[config.mk]
export PLATFORM = sky130hd
export DESIGN_NAME = dot_product_engine_flat
export DESIGN_NICKNAME = d
export VERILOG_FILES = /design/src/rtl/dp_pkg.sv /design/src/rtl/dot_product_engine_if.sv /design/src/rtl/dp_mac.sv /design/src/rtl/dot_product_engine.sv /design/src/flat_wrapper.sv
export SDC_FILE = /design/constraint.sdc
export NUM_CORES = 2
export LEC_CHECK = 0
export ABC_CLOCK_PERIOD_IN_PS = 16900
export BUFFER_PORTS_ARGS = -buffer_cell sky130_fd_sc_hd__clkbuf_2
export CAP_MARGIN = 20
export CORE_MARGIN = 2
export CORE_UTILIZATION = 37
export CTS_BUF_LIST = sky130_fd_sc_hd__clkbuf_4 sky130_fd_sc_hd__clkbuf_8
export CTS_CLUSTER_SIZE = 20
export DETAILED_ROUTE_END_ITERATION = 10
export PLACE_DENSITY = 0.57
export SLEW_MARGIN = 20
export SYNTH_ARGS = -nofsm -noshare
export SYNTH_HDL_FRONTEND = slang
export SYNTH_SLANG_ARGS = --single-unit
[constraint.sdc]
create_clock -name ACLK -period 16.9 [get_ports ACLK]
set_clock_uncertainty 0.15 [all_clocks]
set_input_delay 0.845 -clock ACLK [delete_from_list [all_inputs] [get_ports ACLK]]
set_output_delay 0.845 -clock ACLK [all_outputs]
set_load 0.02 [all_outputs]
[src/rtl/dp_pkg.sv]
// Shared types and constants for the dot-product compute stage.
// Imported by the engine, its MAC datapath and the memory interface users.
package dp_pkg;

  localparam int MAX_LEN_DEF = 1024;
  localparam int ACC_W_DEF   = 64;

  localparam logic [7:0] REG_CTRL   = 8'h00;
  localparam logic [7:0] REG_STATUS = 8'h04;
  localparam logic [7:0] REG_VEC_A  = 8'h08;
  localparam logic [7:0] REG_VEC_B  = 8'h0C;
  localparam logic [7:0] REG_LEN    = 8'h10;
  localparam logic [7:0] REG_OUT    = 8'h14;

  typedef enum logic [1:0] {
    STAT_INVALID = 2'd0,
    STAT_BUSY    = 2'd1,
    STAT_ERROR   = 2'd2,
    STAT_DONE    = 2'd3
  } status_e;

  typedef enum logic [3:0] {
    IDLE,
    RD_A,
    WT_A,
    RD_B,
    WT_B,
    MAC,
    WR_LO,
    WT_LO,
    WR_HI,
    WT_HI,
    DONE,
    ERROR
  } state_e;

  function automatic logic misaligned(
    input logic [1:0] lsb
  );
    return lsb != 2'b00;
  endfunction

endpackage

[src/rtl/dot_product_engine_if.sv]
// Single-outstanding memory request/response port of the engine.
// master = engine side, slave = memory side.
interface dot_product_engine_if;

  logic        mem_req_valid;
  logic        mem_req_ready;
  logic        mem_req_we;
  logic [31:0] mem_req_addr;
  logic [31:0] mem_req_wdata;
  logic        mem_rsp_valid;
  logic [31:0] mem_rsp_rdata;
  logic        mem_rsp_err;

  modport master (
    output mem_req_valid,
    output mem_req_we,
    output mem_req_addr,
    output mem_req_wdata,
    input  mem_req_ready,
    input  mem_rsp_valid,
    input  mem_rsp_rdata,
    input  mem_rsp_err
  );

  modport slave (
    input  mem_req_valid,
    input  mem_req_we,
    input  mem_req_addr,
    input  mem_req_wdata,
    output mem_req_ready,
    output mem_rsp_valid,
    output mem_rsp_rdata,
    output mem_rsp_err
  );

endinterface

[src/rtl/dp_mac.sv]
// Registered signed 32x32 multiply with wrapping accumulate.
// clr has priority over en; the product is a full-width signed result.
module dp_mac
  import dp_pkg::*;
#(
  parameter int ACC_W = ACC_W_DEF
) (
  input  logic             clk,
  input  logic             rst_n,
  input  logic             clr_i,
  input  logic             en_i,
  input  logic [31:0]      a_i,
  input  logic [31:0]      b_i,
  output logic [ACC_W-1:0] acc_o
);

  logic [ACC_W-1:0] acc_q;
  logic [ACC_W-1:0] acc_d;
  logic [ACC_W-1:0] a_ext;
  logic [ACC_W-1:0] b_ext;
  logic [ACC_W-1:0] prod;

  // low ACC_W bits of the extended product equal the signed product
  assign a_ext = {{(ACC_W-32){a_i[31]}}, a_i};
  assign b_ext = {{(ACC_W-32){b_i[31]}}, b_i};
  assign prod  = a_ext * b_ext;

  always_comb begin
    acc_d = acc_q;
    if (clr_i) begin
      acc_d = '0;
    end else if (en_i) begin
      acc_d = acc_q + prod;
    end
  end

  always_ff @(posedge clk or negedge rst_n) begin
    if (!rst_n) begin
      acc_q <= '0;
    end else begin
      acc_q <= acc_d;
    end
  end

  assign acc_o = acc_q;

endmodule

[src/rtl/dot_product_engine.sv]
// Fetches two signed vectors, multiply-accumulates them and writes
// the 64-bit result back; pulses busy/done/error for the register block.
module dot_product_engine
  import dp_pkg::*;
#(
  parameter int MAX_LEN = MAX_LEN_DEF,
  parameter int ACC_W   = ACC_W_DEF
) (
  input  logic                        ACLK,
  input  logic                        ARESETn,
  input  logic [31:0]                 ctrl_reg,
  input  logic [31:0]                 vec_a_addr,
  input  logic [31:0]                 vec_b_addr,
  input  logic [31:0]                 vec_len,
  input  logic [31:0]                 out_addr,
  dot_product_engine_if.master        mem,
  output logic                        set_busy,
  output logic                        set_done,
  output logic                        set_error
);

  localparam int LW = $clog2(MAX_LEN + 1);

  state_e           state_q;
  logic             start_q;
  logic [31:0]      a_ptr_q;
  logic [31:0]      b_ptr_q;
  logic [31:0]      out_q;
  logic [LW-1:0]    len_q;
  logic [LW-1:0]    idx_q;
  logic [LW-1:0]    idx_d;
  logic [31:0]      a_el_q;
  logic [31:0]      b_el_q;
  logic             req_valid_q;
  logic             req_we_q;
  logic [31:0]      req_addr_q;
  logic             busy_q;
  logic             done_q;
  logic             err_q;
  logic [ACC_W-1:0] acc;

  logic start;
  logic bad_cfg;
  logic hs;
  logic rsp_ok;
  logic rsp_bad;
  logic mac_clr;
  logic mac_en;
  logic unused_ctrl;

  assign unused_ctrl = ^ctrl_reg[31:1];

  assign start   = ctrl_reg[0] & ~start_q;
  assign bad_cfg = (vec_len == 32'd0)
                 | (vec_len > 32'(MAX_LEN))
                 | misaligned(vec_a_addr[1:0])
                 | misaligned(vec_b_addr[1:0])
                 | misaligned(out_addr[1:0]);

  assign hs      = req_valid_q & mem.mem_req_ready;
  assign rsp_ok  = mem.mem_rsp_valid & ~mem.mem_rsp_err;
  assign rsp_bad = mem.mem_rsp_valid & mem.mem_rsp_err;
  assign idx_d   = idx_q + 1'b1;

  assign mac_clr = (state_q == IDLE) & start & ~bad_cfg;
  assign mac_en  = (state_q == MAC);

  dp_mac #(
    .ACC_W (ACC_W)
  ) u_mac (
    .clk   (ACLK),
    .rst_n (ARESETn),
    .clr_i (mac_clr),
    .en_i  (mac_en),
    .a_i   (a_el_q),
    .b_i   (b_el_q),
    .acc_o (acc)
  );

  always_ff @(posedge ACLK or negedge ARESETn) begin
    if (!ARESETn) begin
      state_q     <= IDLE;
      start_q     <= 1'b0;
      a_ptr_q     <= '0;
      b_ptr_q     <= '0;
      out_q       <= '0;
      len_q       <= '0;
      idx_q       <= '0;
      a_el_q      <= '0;
      b_el_q      <= '0;
      req_valid_q <= 1'b0;
      req_we_q    <= 1'b0;
      req_addr_q  <= '0;
      busy_q      <= 1'b0;
      done_q      <= 1'b0;
      err_q       <= 1'b0;
    end else begin
      start_q <= ctrl_reg[0];
      busy_q  <= 1'b0;
      done_q  <= 1'b0;
      err_q   <= 1'b0;
      if (hs) begin
        req_valid_q <= 1'b0;
      end
      unique case (state_q)
        IDLE: begin
          if (start && bad_cfg) begin
            state_q <= ERROR;
          end else if (start) begin
            a_ptr_q     <= vec_a_addr;
            b_ptr_q     <= vec_b_addr;
            out_q       <= out_addr;
            len_q       <= vec_len[LW-1:0];
            idx_q       <= '0;
            busy_q      <= 1'b1;
            req_valid_q <= 1'b1;
            req_we_q    <= 1'b0;
            req_addr_q  <= vec_a_addr;
            state_q     <= RD_A;
          end
        end
        RD_A: if (hs) state_q <= WT_A;
        WT_A: begin
          if (rsp_bad) begin
            state_q <= ERROR;
          end else if (rsp_ok) begin
            a_el_q      <= mem.mem_rsp_rdata;
            req_valid_q <= 1'b1;
            req_addr_q  <= b_ptr_q;
            state_q     <= RD_B;
          end
        end
        RD_B: if (hs) state_q <= WT_B;
        WT_B: begin
          if (rsp_bad) begin
            state_q <= ERROR;
          end else if (rsp_ok) begin
            b_el_q  <= mem.mem_rsp_rdata;
            state_q <= MAC;
          end
        end
        MAC: begin
          a_ptr_q     <= a_ptr_q + 32'd4;
          b_ptr_q     <= b_ptr_q + 32'd4;
          idx_q       <= idx_d;
          req_valid_q <= 1'b1;
          if (idx_d == len_q) begin
            req_we_q   <= 1'b1;
            req_addr_q <= out_q;
            state_q    <= WR_LO;
          end else begin
            req_addr_q <= a_ptr_q + 32'd4;
            state_q    <= RD_A;
          end
        end
        WR_LO: if (hs) state_q <= WT_LO;
        WT_LO: begin
          if (rsp_bad) begin
            state_q <= ERROR;
          end else if (rsp_ok) begin
            req_valid_q <= 1'b1;
            req_addr_q  <= out_q + 32'd4;
            state_q     <= WR_HI;
          end
        end
        WR_HI: if (hs) state_q <= WT_HI;
        WT_HI: begin
          if (rsp_bad) begin
            state_q <= ERROR;
          end else if (rsp_ok) begin
            req_we_q <= 1'b0;
            state_q  <= DONE;
          end
        end
        DONE: begin
          done_q  <= 1'b1;
          state_q <= IDLE;
        end
        ERROR: begin
          req_we_q <= 1'b0;
          err_q    <= 1'b1;
          state_q  <= IDLE;
        end
        default: state_q <= IDLE;
      endcase
    end
  end

  // accumulator is frozen during both writes, so wdata is stable
  assign mem.mem_req_wdata = (state_q == WR_HI) ? acc[ACC_W-1:32]
                                                : acc[31:0];
  assign mem.mem_req_valid = req_valid_q;
  assign mem.mem_req_we    = req_we_q;
  assign mem.mem_req_addr  = req_addr_q;
  assign set_busy          = busy_q;
  assign set_done          = done_q;
  assign set_error         = err_q;

endmodule

[src/flat_wrapper.sv]
// flat-port wrapper written by rule: the top's interface ports become plain ports
module dot_product_engine_flat import dp_pkg::*;
#(
  parameter int MAX_LEN = MAX_LEN_DEF,
  parameter int ACC_W   = ACC_W_DEF
)
  (ACLK, ARESETn, ctrl_reg, vec_a_addr, vec_b_addr, vec_len, out_addr, set_busy, set_done, set_error, mem_mem_req_valid, mem_mem_req_we, mem_mem_req_addr, mem_mem_req_wdata, mem_mem_req_ready, mem_mem_rsp_valid, mem_mem_rsp_rdata, mem_mem_rsp_err);
  dot_product_engine_if mem_i ();
  input  logic ACLK;
  input  logic ARESETn;
  input  logic [31:0] ctrl_reg;
  input  logic [31:0] vec_a_addr;
  input  logic [31:0] vec_b_addr;
  input  logic [31:0] vec_len;
  input  logic [31:0] out_addr;
  output logic set_busy;
  output logic set_done;
  output logic set_error;
  output wire logic [$bits(mem_i.mem_req_valid)-1:0] mem_mem_req_valid;
  output wire logic [$bits(mem_i.mem_req_we)-1:0] mem_mem_req_we;
  output wire logic [$bits(mem_i.mem_req_addr)-1:0] mem_mem_req_addr;
  output wire logic [$bits(mem_i.mem_req_wdata)-1:0] mem_mem_req_wdata;
  input wire logic [$bits(mem_i.mem_req_ready)-1:0] mem_mem_req_ready;
  input wire logic [$bits(mem_i.mem_rsp_valid)-1:0] mem_mem_rsp_valid;
  input wire logic [$bits(mem_i.mem_rsp_rdata)-1:0] mem_mem_rsp_rdata;
  input wire logic [$bits(mem_i.mem_rsp_err)-1:0] mem_mem_rsp_err;
  assign mem_mem_req_valid = mem_i.mem_req_valid;
  assign mem_mem_req_we = mem_i.mem_req_we;
  assign mem_mem_req_addr = mem_i.mem_req_addr;
  assign mem_mem_req_wdata = mem_i.mem_req_wdata;
  assign mem_i.mem_req_ready = mem_mem_req_ready;
  assign mem_i.mem_rsp_valid = mem_mem_rsp_valid;
  assign mem_i.mem_rsp_rdata = mem_mem_rsp_rdata;
  assign mem_i.mem_rsp_err = mem_mem_rsp_err;
  dot_product_engine #(.MAX_LEN(MAX_LEN), .ACC_W(ACC_W)) u_core (.ACLK(ACLK), .ARESETn(ARESETn), .ctrl_reg(ctrl_reg), .vec_a_addr(vec_a_addr), .vec_b_addr(vec_b_addr), .vec_len(vec_len), .out_addr(out_addr), .mem(mem_i), .set_busy(set_busy), .set_done(set_done), .set_error(set_error));
endmodule
==> flow_summary.ini <==
[global_route]
grt.total_usage = 0.214
grt_pass1_vias = 43715
grt_start_max_net_pins = 136
grt_pass1_wl_um = 253000
antenna_found_initial = 4
overflow = 0

[worst_setup_path]
reg2reg_depth = 28
slowest_delay_ns = 0.59
r2r_start = u_core.a_el_q[31]$_DFFE_PN0P_
r2r_end = u_core.u_mac.acc_o[47]$_DFFE_PN0P_
cp.arrival_ns = 9.95
worstPathRequired_ns = 17.36
crit_slowest_cell = nor4_2
crit_buf_inv = 9
critPathTopFamily = adder cells
end_kind = flop
worstPathMaxFanout = 33
criticalPathCategory = flop to flop
startpoint_type = flop
ff2ff_setup_slack_ns = 7.41
path_common_cell = fa_1

[hold_path]
min_path_cells = 1
hold-path-endpoint = u_core.start_q$_DFF_PN0_
hp-start = ctrl_reg[0]
hp-class = primary input to flop

[route]
routed_via_density = 5.09
drc = 0
drt_iter0_drc = 2410
firstDrtPassIters = 5
wl_um = 155000
routed_wire_length_per_instance_um = 19.6
vias = 40213
antenna_left = 0

[timing]
timing.fmax_ghz = 0.105
period_needed_ns = 9.49
finalSetupTns_ns = 0
fin_crit_sh = 0.561
worstMarginPinSlew_ns = 1.02
hold_violations = 0
setup_ws_ns = 7.41
final_max_slew_viol_count = 0
rsz0062_at_grt = no
slew_headroom = 0.320
setup_viol = 0

[synthesis]
synth_cell_types = 80
synth_area_per_cell_um2 = 9.28
yosysTopAreaCellShare = 0.445
synth-seq-cells = 288
synth_warnings = 0
synth_most_common_cell = inv_1
syn_nets = 7495
syn_area_mm2 = 0.0544
synth_commonest_cells = 1284 x inv_1, 1210 x fa_1, 841 x nand2_1
synth_area_leader_cell = fa_1
synthCells = 5866
synth_edf_count = 0
async_flop_share = 1.00
yosys_most_used_dff = dfrtp_1
yosysSeqAreaShare = 0.132
ys_top_cells_by_area = fa_1 44%, dfrtp_1 13%, inv_1 8.9%, nand2_1 5.8%, and2_1 5.3%

[placed_design]
place_hpwl_um = 124000
preCtsSetupSlack_ns = 7.58
place_inst = 7794
gp_congestion = 0.950
io_buffers = 234

[die]
start_util = 0.373
die_x_um = 388
num_io_pins = 266
core_mm2 = 0.146
die_h_um = 388
rows = 140
dieArea_mm2 = 0.150

[clocking]
cts.sinks = 288
path_clk_slew_ns = 0.07
cts_tree = built
cts_inserted_buffers = 56
cts_root_buf = clkbuf_8
cts_max_path_buffers = 3
cts-htree-levels = 2
ctsHoldBuffers = 1
post_cts_resized = 0
post_cts_buffers = 0
clk_latency_ns = 0.80

[layout]
final_cells = 7894
drive_above_1_share = 0.0902
syn_to_final_growth_pct = 8.01
layout.nets = 7566

[job]
drv_cap = 0

[outcome]
status = completed
-- worst max-delay path by stage --
stage | from | slack (ns) | depth (start not counted) | to
5_1_grt | u_core.a_el_q[31]$_DFFE_PN0P_ | 6.88 | 28 | u_core.u_mac.acc_o[47]$_DFFE_PN0P_
3_5_place_dp | u_core.a_el_q[31]$_DFFE_PN0P_ | 7.58 | 28 | u_core.u_mac.acc_o[59]$_DFFE_PN0P_
4_1_cts | u_core.a_el_q[31]$_DFFE_PN0P_ | 7.42 | 28 | u_core.u_mac.acc_o[47]$_DFFE_PN0P_
2_1_floorplan | u_core.a_el_q[31]$_DFFE_PN0P_ | 7.91 | 28 | u_core.u_mac.acc_o[47]$_DFFE_PN0P_
3_3_place_gp | u_core.a_el_q[31]$_DFFE_PN0P_ | 7.62 | 28 | u_core.u_mac.acc_o[47]$_DFFE_PN0P_
6_report | u_core.a_el_q[31]$_DFFE_PN0P_ | 7.41 | 28 | u_core.u_mac.acc_o[47]$_DFFE_PN0P_
-- cell usage in the layout (no fill, tap or decap), types with 18 or more instances in the layout --
| cell | instances |
|---|---|
| and3_1 | 30 |
| fa_1 | 1210 |
| a21o_1 | 35 |
| clkbuf_2 | 233 |
| a31oi_1 | 39 |
| nor3_1 | 29 |
| a222oi_1 | 22 |
| buf_4 | 83 |
| o22ai_1 | 41 |
| xor2_1 | 50 |
| nor2_1 | 183 |
| mux2_2 | 89 |
| a21oi_1 | 129 |
| a221oi_1 | 18 |
| clkbuf_8 | 69 |
| xnor2_1 | 92 |
| nand2_1 | 838 |
| inv_1 | 1284 |
| dfrtp_1 | 285 |
| nand3_1 | 100 |
| and2_1 | 461 |
| o21ai_0 | 154 |
| ha_1 | 222 |
| nand4_1 | 27 |
-- sequential cells by signal (all words and copies together) (netlist names), 4 cells and up --
register / count
u_core.a_el_q: 32
u_core.a_ptr_q: 32
u_core.b_el_q: 32
u_core.b_ptr_q: 32
u_core.idx_q: 11
u_core.len_q: 11
u_core.mem.mem_req_addr: 32
u_core.out_q: 32
u_core.state_q: 4
u_core.u_mac.acc_o: 64
-- per-layer routing --
metal	up-vias	share of wire	track usage
met5	-	0.000084	0
met4	2	0.023	0.0515
met3	182	0.061	0.0358
met2	1160	0.49	0.359
met1	21099	0.43	0.287
li1	17770	-	-
-- through the flow --
step / hold slack (ns) / instance area, µm² / utilization
floorplan: 0.307 / 54400 / -
global placement: 0.328 / 57600 / 0.394
detailed placement: 0.333 / 57600 / 0.394
CTS: 0.0200 / 58800 / 0.403
global route: 0.0362 / 58800 / 0.403
finish: 0.0771 / 58800 / 0.403
-- logic make-up after synthesis --
family / after synthesis / synth area share
adders and majority gates: 1433 / 0.496
xor gates and xnor gates: 142 / 0.0228
DFF: 288 / 0.132
and+or+nand+nor: 1751 / 0.152
buffers and inverters: 1593 / 0.111
muxes: 96 / 0.0199
AOI/OAI and AO/OA: 563 / 0.0664
-- worst register-to-register path: cells and delay by family (launching register included) --
family / cells / cell delay (ns)
adders and majority gates: 9 / 4.51
AOI/OAI and AO/OA: 5 / 1.47
and+or+nand+nor: 5 / 1.45
buffers and inverters: 9 / 1.36
DFF: 1 / 0.37
-- layout make-up --
| cell class | instances | area, µm² |
|---|---|---|
| inverters | 1286 | 4830 |
| fillers | 14651 | 87100 |
| clock inverters | 10 | 143 |
| well taps | 1917 | 2400 |
| flip-flops and latches | 288 | 7210 |
| clock buffers | 86 | 1080 |
| repair buffers | 320 | 1850 |
| diodes | 2 | 5.00 |
| multi-input cells | 3985 | 41300 |
Power is left out: the tool's default activity adds up to more than one toggle a clock period on the data nets, which glitch-free logic cannot reach.
